`src/rtl/baud_gen_frac.sv`:
```
// Fractional-N UART baud generator: a phase accumulator produces os_tick, bit_tick and os_count.
// Outputs are registered one cycle after the overflowing edge; there is no backpressure, and enable gates generation.
module baud_gen_frac #(
    parameter int unsigned CLK_HZ     = 100_000_000,
    parameter int unsigned OVERSAMPLE = 16,
    parameter int unsigned ACC_W      = 32
) (
    input  logic                          clk,
    input  logic                          reset_n,
    input  logic                          enable,
    input  logic [2:0]                    baud_sel,
    input  logic                          sync_clr,
    output logic                          os_tick,
    output logic                          bit_tick,
    output logic [$clog2(OVERSAMPLE)-1:0] os_count
);
    typedef longint unsigned u64_t;
    localparam int unsigned CNT_W = $clog2(OVERSAMPLE);

    function automatic u64_t calc_inc(input int unsigned rate);
        u64_t num;
        num = (u64_t'(rate) * u64_t'(OVERSAMPLE)) << ACC_W;
        return (num + u64_t'(CLK_HZ / 2)) / u64_t'(CLK_HZ);
    endfunction

    function automatic bit inc_bad(input u64_t v);
        return (v == 0) || (v >= (u64_t'(1) << (ACC_W - 1)));
    endfunction

    localparam u64_t INC0 = calc_inc(9600);
    localparam u64_t INC1 = calc_inc(19200);
    localparam u64_t INC2 = calc_inc(38400);
    localparam u64_t INC3 = calc_inc(57600);
    localparam u64_t INC4 = calc_inc(115200);
    localparam u64_t INC5 = calc_inc(230400);
    localparam u64_t INC6 = calc_inc(460800);
    localparam u64_t INC7 = calc_inc(921600);

    // An increment below half scale guarantees at most one overflow per two edges.
    localparam bit INC_BAD = inc_bad(INC0) || inc_bad(INC1) || inc_bad(INC2) || inc_bad(INC3) ||
                             inc_bad(INC4) || inc_bad(INC5) || inc_bad(INC6) || inc_bad(INC7);
    localparam bit CFG_BAD = (OVERSAMPLE < 4) || (OVERSAMPLE > 64) ||
                             ((OVERSAMPLE & (OVERSAMPLE - 1)) != 0) ||
                             (ACC_W < 9) || (ACC_W > 37);

    if (INC_BAD || CFG_BAD) begin : g_bad_cfg
        $error("baud_gen_frac: illegal OVERSAMPLE/ACC_W or increment out of range for CLK_HZ");
    end

    logic [ACC_W-1:0] acc_q, acc_d;
    logic [CNT_W-1:0] cnt_q, cnt_d;
    logic             os_tick_q, os_tick_d;
    logic             bit_tick_q, bit_tick_d;
    logic [2:0]       sel_q, sel_d;
    logic [ACC_W-1:0] inc_sel;
    logic [ACC_W:0]   sum;
    logic             carry;
    logic             clr;

    always_comb begin
        inc_sel = INC0[ACC_W-1:0];
        case (sel_q)
            3'd1:    inc_sel = INC1[ACC_W-1:0];
            3'd2:    inc_sel = INC2[ACC_W-1:0];
            3'd3:    inc_sel = INC3[ACC_W-1:0];
            3'd4:    inc_sel = INC4[ACC_W-1:0];
            3'd5:    inc_sel = INC5[ACC_W-1:0];
            3'd6:    inc_sel = INC6[ACC_W-1:0];
            3'd7:    inc_sel = INC7[ACC_W-1:0];
            default: inc_sel = INC0[ACC_W-1:0];
        endcase
    end

    assign sum   = {1'b0, acc_q} + {1'b0, inc_sel};
    assign carry = sum[ACC_W];
    // A new rate realigns phase so no tick is ever derived from two different increments.
    assign clr   = sync_clr || (baud_sel != sel_q);

    always_comb begin
        acc_d      = acc_q;
        cnt_d      = cnt_q;
        os_tick_d  = 1'b0;
        bit_tick_d = 1'b0;
        sel_d      = baud_sel;
        if (clr) begin
            acc_d = '0;
            cnt_d = '0;
        end else if (enable) begin
            acc_d     = sum[ACC_W-1:0];
            os_tick_d = carry;
            if (carry) begin
                cnt_d      = cnt_q + CNT_W'(1);
                bit_tick_d = (cnt_q == CNT_W'(OVERSAMPLE - 1));
            end
        end
    end

    always_ff @(posedge clk or negedge reset_n) begin
        if (!reset_n) begin
            acc_q      <= '0;
            cnt_q      <= '0;
            os_tick_q  <= 1'b0;
            bit_tick_q <= 1'b0;
            sel_q      <= '0;
        end else begin
            acc_q      <= acc_d;
            cnt_q      <= cnt_d;
            os_tick_q  <= os_tick_d;
            bit_tick_q <= bit_tick_d;
            sel_q      <= sel_d;
        end
    end

    assign os_tick  = os_tick_q;
    assign bit_tick = bit_tick_q;
    assign os_count = cnt_q;

endmodule

```
`config.mk`:
```
export PLATFORM = sky130hd
export DESIGN_NAME = baud_gen_frac
export DESIGN_NICKNAME = d
export VERILOG_FILES = /design/src/rtl/baud_gen_frac.sv
export SDC_FILE = /design/constraint.sdc
export NUM_CORES = 1
export LEC_CHECK = 0
export CAP_MARGIN = 10
export CORE_ASPECT_RATIO = 0.5
export CORE_MARGIN = 1.5
export CORE_UTILIZATION = 45
export CTS_CLUSTER_SIZE = 10
export DETAILED_ROUTE_END_ITERATION = 10
export GPL_ROUTABILITY_DRIVEN = 0
export PLACE_DENSITY = 0.7
export SYNTH_ARGS = -nofsm -noshare
export SYNTH_HDL_FRONTEND = slang
export SYNTH_SLANG_ARGS = --single-unit
```
`constraint.sdc`:
```
create_clock -name clk -period 4.4 [get_ports clk]
set_input_delay 0.88 -clock clk [delete_from_list [all_inputs] [get_ports clk]]
set_output_delay 0.88 -clock clk [all_outputs]
set_load 0.05 [all_outputs]
```
Word-level counts from Yosys, hierarchy flattened

Index checks and enable logic that the tools add are counted.

Register bits: 41
Bits of input ports: 7
Output and inout bits: 6

$add $sub $neg: 2
Equality and inequality tests: 9
Multiplexer cells: 11
Reduce and logical (&&, ||, !) cells: 4

Operators by type and width:

| cell                | number |
|---|---|
| $pmux 30 s7         | 1 |
| $mux 32             | 2 |
| $add 32x32->33      | 1 |
| $eq 3x3->1 const B  | 4 |
| $mux 4              | 3 |
| $eq 3x2->1 const B  | 2 |
| $mux 1              | 5 |
| $add 4x1->4 const B | 1 |
| $eq 4x4->1 const B  | 1 |
| $reduce_bool 2->1   | 2 |
| $eq 3x1->1 const B  | 1 |
| $ne 3x3->1          | 1 |
| $reduce_and 2->1    | 1 |
| $logic_or 1x1->1    | 1 |

Logic depth before layout (Yosys ltp)

Depth after elaboration: 6
Gate-level depth with buffers: 15
Mapped depth without buffers: 13

Worst setup path before layout

Ideal clock, no wire load.

Kind: reg2reg
Start point: reg sel_q[2]
End point: reg acc_q[28]
Arrival: 3.177 ns
Slack: 1.140 ns
Stages on the path, launching flop included: 14
Path buffers: 1
Period minus slack after synthesis: 3.260 ns
Cell sequence: dfrtp_1 > clkbuf_1 > inv_1 > a21o_1 > ha_1 > fa_1 > a21o_1 > a221oi_1 > o21bai_1 > a221o_1 > a21oi_1 > o221ai_1 > xnor2_1 > o21ai_0

Longest elaborated chain between the ends: 5
Elaborated cells on any way between the ends: 14
Classes of those cells: add/sub (1); eq/ne (8); mux (3); reduce/logical (2)

RTL lines:

| what                               | line | RTL |
|---|---|---|
| from (decl)                        | 54   | `logic [2:0] sel_q, sel_d;` |
| from (signal assigned)             | 110  | `sel_q <= sel_d;` |
| $eq 3x3->1 (tied with other cells) | 62   | `case (sel_q)` |
| $pmux 30 s7                        | 62   |  |
| $add 32x32->33                     | 74   | `assign sum = {1'b0, acc_q} + {1'b0, inc_sel};` |
| $mux 32                            | 88   | `end else if (enable) begin` |
| $mux 32                            | 85   | `if (clr) begin` |
| to (signal assigned)               | 100  | `acc_q <= '0;` |
| to (signal assigned)               | 106  | `acc_q <= acc_d;` |
| to (decl)                          | 50   | `logic [ACC_W-1:0] acc_q, acc_d;` |

Parallel ways exist; a longest one is shown, timed or not. The select of a mux whose other input is x is not followed.
A chain may end at the register's enable or synchronous reset.

Final worst setup path

Start point: reg sel_q[0]
End point: reg acc_q[28]

The elaborated chain is that of the path after synthesis.

==> tab_implementation.tex <==
\begin{tabular}{lr}
\hline
Metric & Value \\
\hline
\multicolumn{2}{l}{\textbf{Worst setup path}} \\
\quad Arrival time worst endpoint & approximately 3.9 ns \\
\quad Kind of launch point of the worst setup path & flip-flop \\
\quad Critical Path Sink Type & flip-flop \\
\quad Critical Path RT & between 4 and 5 ns \\
\quad Highest fanout seen on the critical path & 19 \\
\quad Type of the setup path with the least slack & reg -> reg \\
\multicolumn{2}{l}{\textbf{Final layout}} \\
\quad Antenna diodes & 0 \\
\quad Fraction of layout cells with a size suffix above 1 & under 10\% \\
\quad Layout overhead on the synthesized area & 9.857\% \\
\quad Final nets & a little under 500 \\
\quad Post-Layout Cell Count & about 550 \\
\multicolumn{2}{l}{\textbf{CTS}} \\
\quad Register clock-pin slew on the reported worst setup and hold paths & 0.07 ns \\
\quad Post-CTS Setup Inserts & 0 \\
\quad Max Root-Sink Buffers & 2 \\
\quad Htree depth & 2 \\
\quad CTS tree & done \\
\quad Clock latency at the later pin of the worst-skew pair & roughly 0.30 ns \\
\quad Num CTS Buffers & 5 \\
\quad Clock sink count & slightly above 40 \\
\quad Resize count post-CTS & 0 \\
\quad Post-CTS Hold Fix Bufs & 0 \\
\quad Clock root buffer master & clkbuf\_16 \\
\multicolumn{2}{l}{\textbf{Pwr}} \\
\quad IR drop worst, VDD & around 0.14 mV \\
\quad Total design power & between 1 and 1.5 mW \\
\quad PD cells & between 200 and 300 mW/mm\^{}2 \\
\quad Leakage & 1.873 nW \\
\multicolumn{2}{l}{\textbf{Yosys}} \\
\quad Count of warnings emitted by yosys & 0 \\
\quad Most numerous cell in the Yosys netlist & nor2\_1 \\
\quad Syn Nets & 486 \\
\quad Commonest register cell after synthesis & dfrtp\_1 \\
\quad Number of enable-type register cells in the synthesized netlist & 0 \\
\quad Top-area cell type share of the netlist area & $\sim$29\% \\
\quad Post-synthesis instance area & 0.003592 mm\^{}2 \\
\quad Synthesized instance count & $\sim$450 \\
\quad Mean instance size in the synthesized netlist & 8.036 um\^{}2 \\
\quad Ys async rst share & 100.0\% \\
\quad Count of different cell masters after synthesis & 52 \\
\quad Synth Register Bits & 41 \\
\quad Leading post-synthesis cells by cell area & dfrtp\_1 (29\%), ha\_1 (11\%), nor2\_1 (6.4\%) \\
\quad Sequential cell area fraction in the yosys report & around 29\% \\
\quad Biggest area consumer among synthesized cells & dfrtp\_1 \\
\quad Top cells by instance count after synthesis & nor2\_1 (61), nand2\_1 (42), dfrtp\_1 (41) \\
\multicolumn{2}{l}{\textbf{Route}} \\
\quad Via total after detailed routing & 3204 \\
\quad Router iterations before antenna repair & 5 \\
\quad Total wire length & approximately 9000 um \\
\quad Detailed router's first-iteration violation count & between 200 and 250 \\
\quad Via density per instance & 5.783 \\
\quad Mean routed wirelength per cell & approximately 16 um \\
\quad Residual DRC count & 0 \\
\quad Count of nets left with antenna violations after detail routing & 0 \\
\multicolumn{2}{l}{\textbf{STA}} \\
\quad Final sum of negative setup slack & 0 ns \\
\quad Top achievable clock speed & 269.5 MHz \\
\quad Unrepaired setup endpoints after global routing & no \\
\quad Actual slew at the worst max-slew pin & just under 1 ns \\
\quad Max\_slew headroom & 35.07\% \\
\quad Final worst-path cycle share & between 80\% and 90\% \\
\quad Final hold viol count & 0 \\
\quad Slew Limit Fails & 0 \\
\quad Worst setup skew after layout & 0.007272 ns \\
\quad Count of endpoints failing setup in the final report & 0 \\
\quad Minimum clock period after layout & roughly 3.7 ns \\
\multicolumn{2}{l}{\textbf{Die}} \\
\quad Core Rows & 22 \\
\quad Starting utilization of the core area & a little under half \\
\quad Horizontal die dimension & 129.4 um \\
\quad CORE AREA & 0.007515 mm\^{}2 \\
\quad Die footprint & 0.008560 mm\^{}2 \\
\quad Floorplan die height & $\sim$66 um \\
\quad Number of ports placed on the die boundary & 13 \\
\multicolumn{2}{l}{\textbf{Global routing}} \\
\quad Number of global-route vias before repair & about 3000 \\
\quad Initial antenna violation count & 0 \\
\quad Grt ovf & 0 \\
\quad Wire length of the first global-routing pass & $\sim$15000 um \\
\quad Maximum number of pins on one net before global-route repair & 42 \\
\quad GRT Overall Usage & between 20\% and 30\% \\
\multicolumn{2}{l}{\textbf{Place}} \\
\quad Cell count after placement & 546 \\
\quad Dpl hpwl & 6702 um \\
\quad Port Buffers & 12 \\
\multicolumn{2}{l}{\textbf{Outcome}} \\
\quad Run status & complete, no violations \\
\multicolumn{2}{l}{\textbf{Job}} \\
\quad \# Max-Cap Violations & 0 \\
\multicolumn{2}{l}{\textbf{Min path}} \\
\quad Worst Hold Class & reg -> reg \\
\hline
\end{tabular}
[through the flow]
stage,hold WS (ns),instance area (um^2),utilization (%),setup WS [ns]
6_report,0.4917,3946,52.51,0.6890
5_1_grt,0.5108,3946,52.51,0.3803
3_3_place_gp,0.4766,3770,50.17,0.8231
3_5_place_dp,0.4828,3770,50.17,0.6767
2_1_floorplan,0.4563,3592,-,1.140
4_1_cts,0.4966,3946,52.51,0.6924
[cell type report]
| cell class | count | area, um^2 |
|---|---|---|
| clock buffers | 6 | 138.9 |
| repair buffers | 15 | 132.6 |
| inverters | 16 | 60.06 |
| well taps | 108 | 135.1 |
| flip-flops and latches | 41 | 1026 |
| clock inverters | 2 | 37.54 |
| fillers | 702 | 3568 |
| multi-input cells | 366 | 2416 |
[worst max-delay path, stage by stage, from the launching register on]
cell and delay, ns:
dfrtp_1 0.70, nor2_1 0.15, a21o_1 0.20, ha_1 0.21
fa_1 0.41, a21o_1 0.21, a221oi_1 0.48, o21bai_1 0.13
a221o_1 0.41, a21oi_1 0.28, o221ai_1 0.17, xnor2_1 0.15
o21ai_0 0.13
[per-layer routing]
metal	vias up	share of wire, %	GRT usage (%)
met5	-	0	0
met4	0	2.1	7.865
met3	20	5.7	5.583
met2	91	42	36.44
met1	1503	50	31.29
li1	1590	-	-
[kinds of logic after synthesis]
kind of cell               after synthesis  synth area share (%)
and+or+nand+nor                        157                 19.92
AOI/OAI and AO/OA                      121                 21.60
DFF                                     41                 28.56
buffers and inverters                   40                 4.180
xor gates and xnor gates                35                 8.534
adders and majority gates               32                 11.35
muxes                                   21                 5.852
[registers in the layout, summed over array words and instances, names as in the netlist]
register and count:
acc_q 32, os_count 4, sel_q 3, bit_tick 1, os_tick 1
[cell usage in the layout, fill, tap and decap left out, drive strengths merged, types with 4 or more instances in the layout]
| cell | netlist | final |
|---|---|---|
| a31o | 4 | 4 |
| a211oi | 5 | 5 |
| or3 | 4 | 4 |
| nor2 | 61 | 61 |
| nand3 | 14 | 14 |
| clkdlybuf4s50 | 0 | 10 |
| o21ai | 28 | 28 |
| xnor2 | 22 | 22 |
| buf | 5 | 5 |
| and2 | 4 | 4 |
| nand2 | 42 | 42 |
| nand2b | 4 | 4 |
| o21a | 4 | 4 |
| clkbuf | 19 | 6 |
| a21o | 13 | 13 |
| and3 | 6 | 6 |
| nor3 | 4 | 4 |
| mux2i | 21 | 21 |
| dfrtp | 41 | 41 |
| inv | 16 | 16 |
| ha | 31 | 31 |
| a21oi | 37 | 37 |
| nor2b | 5 | 5 |
| o21bai | 6 | 6 |
| xor2 | 13 | 13 |
[path summary, 6_finish.rpt]
kind,start,to,slack [ns],depth (start not counted)
setup / recovery,sel_q[0],acc_q[28],0.69,12
hold / removal,acc_q[26],acc_q[26],0.49,2
setup reg to reg,sel_q[0],acc_q[28],0.69,12
hold reg to reg,acc_q[26],acc_q[26],0.49,2
max in group asynchronous,reset_n,acc_q[14],3.06,1
min in group asynchronous,reset_n,acc_q[3],0.73,1
[where the power goes]
| part | total (mW) | switching [mW] | leakage (nW) | internal (mW) |
|---|---|---|---|---|
| Clock | 0.446 | 0.163 | 0.0831 | 0.283 |
| Sequential | 0.392 | 0.00893 | 0.564 | 0.383 |
| Combinational | 0.228 | 0.142 | 1.23 | 0.0862 |
Note: power is estimated with default switching activity, not from simulation.
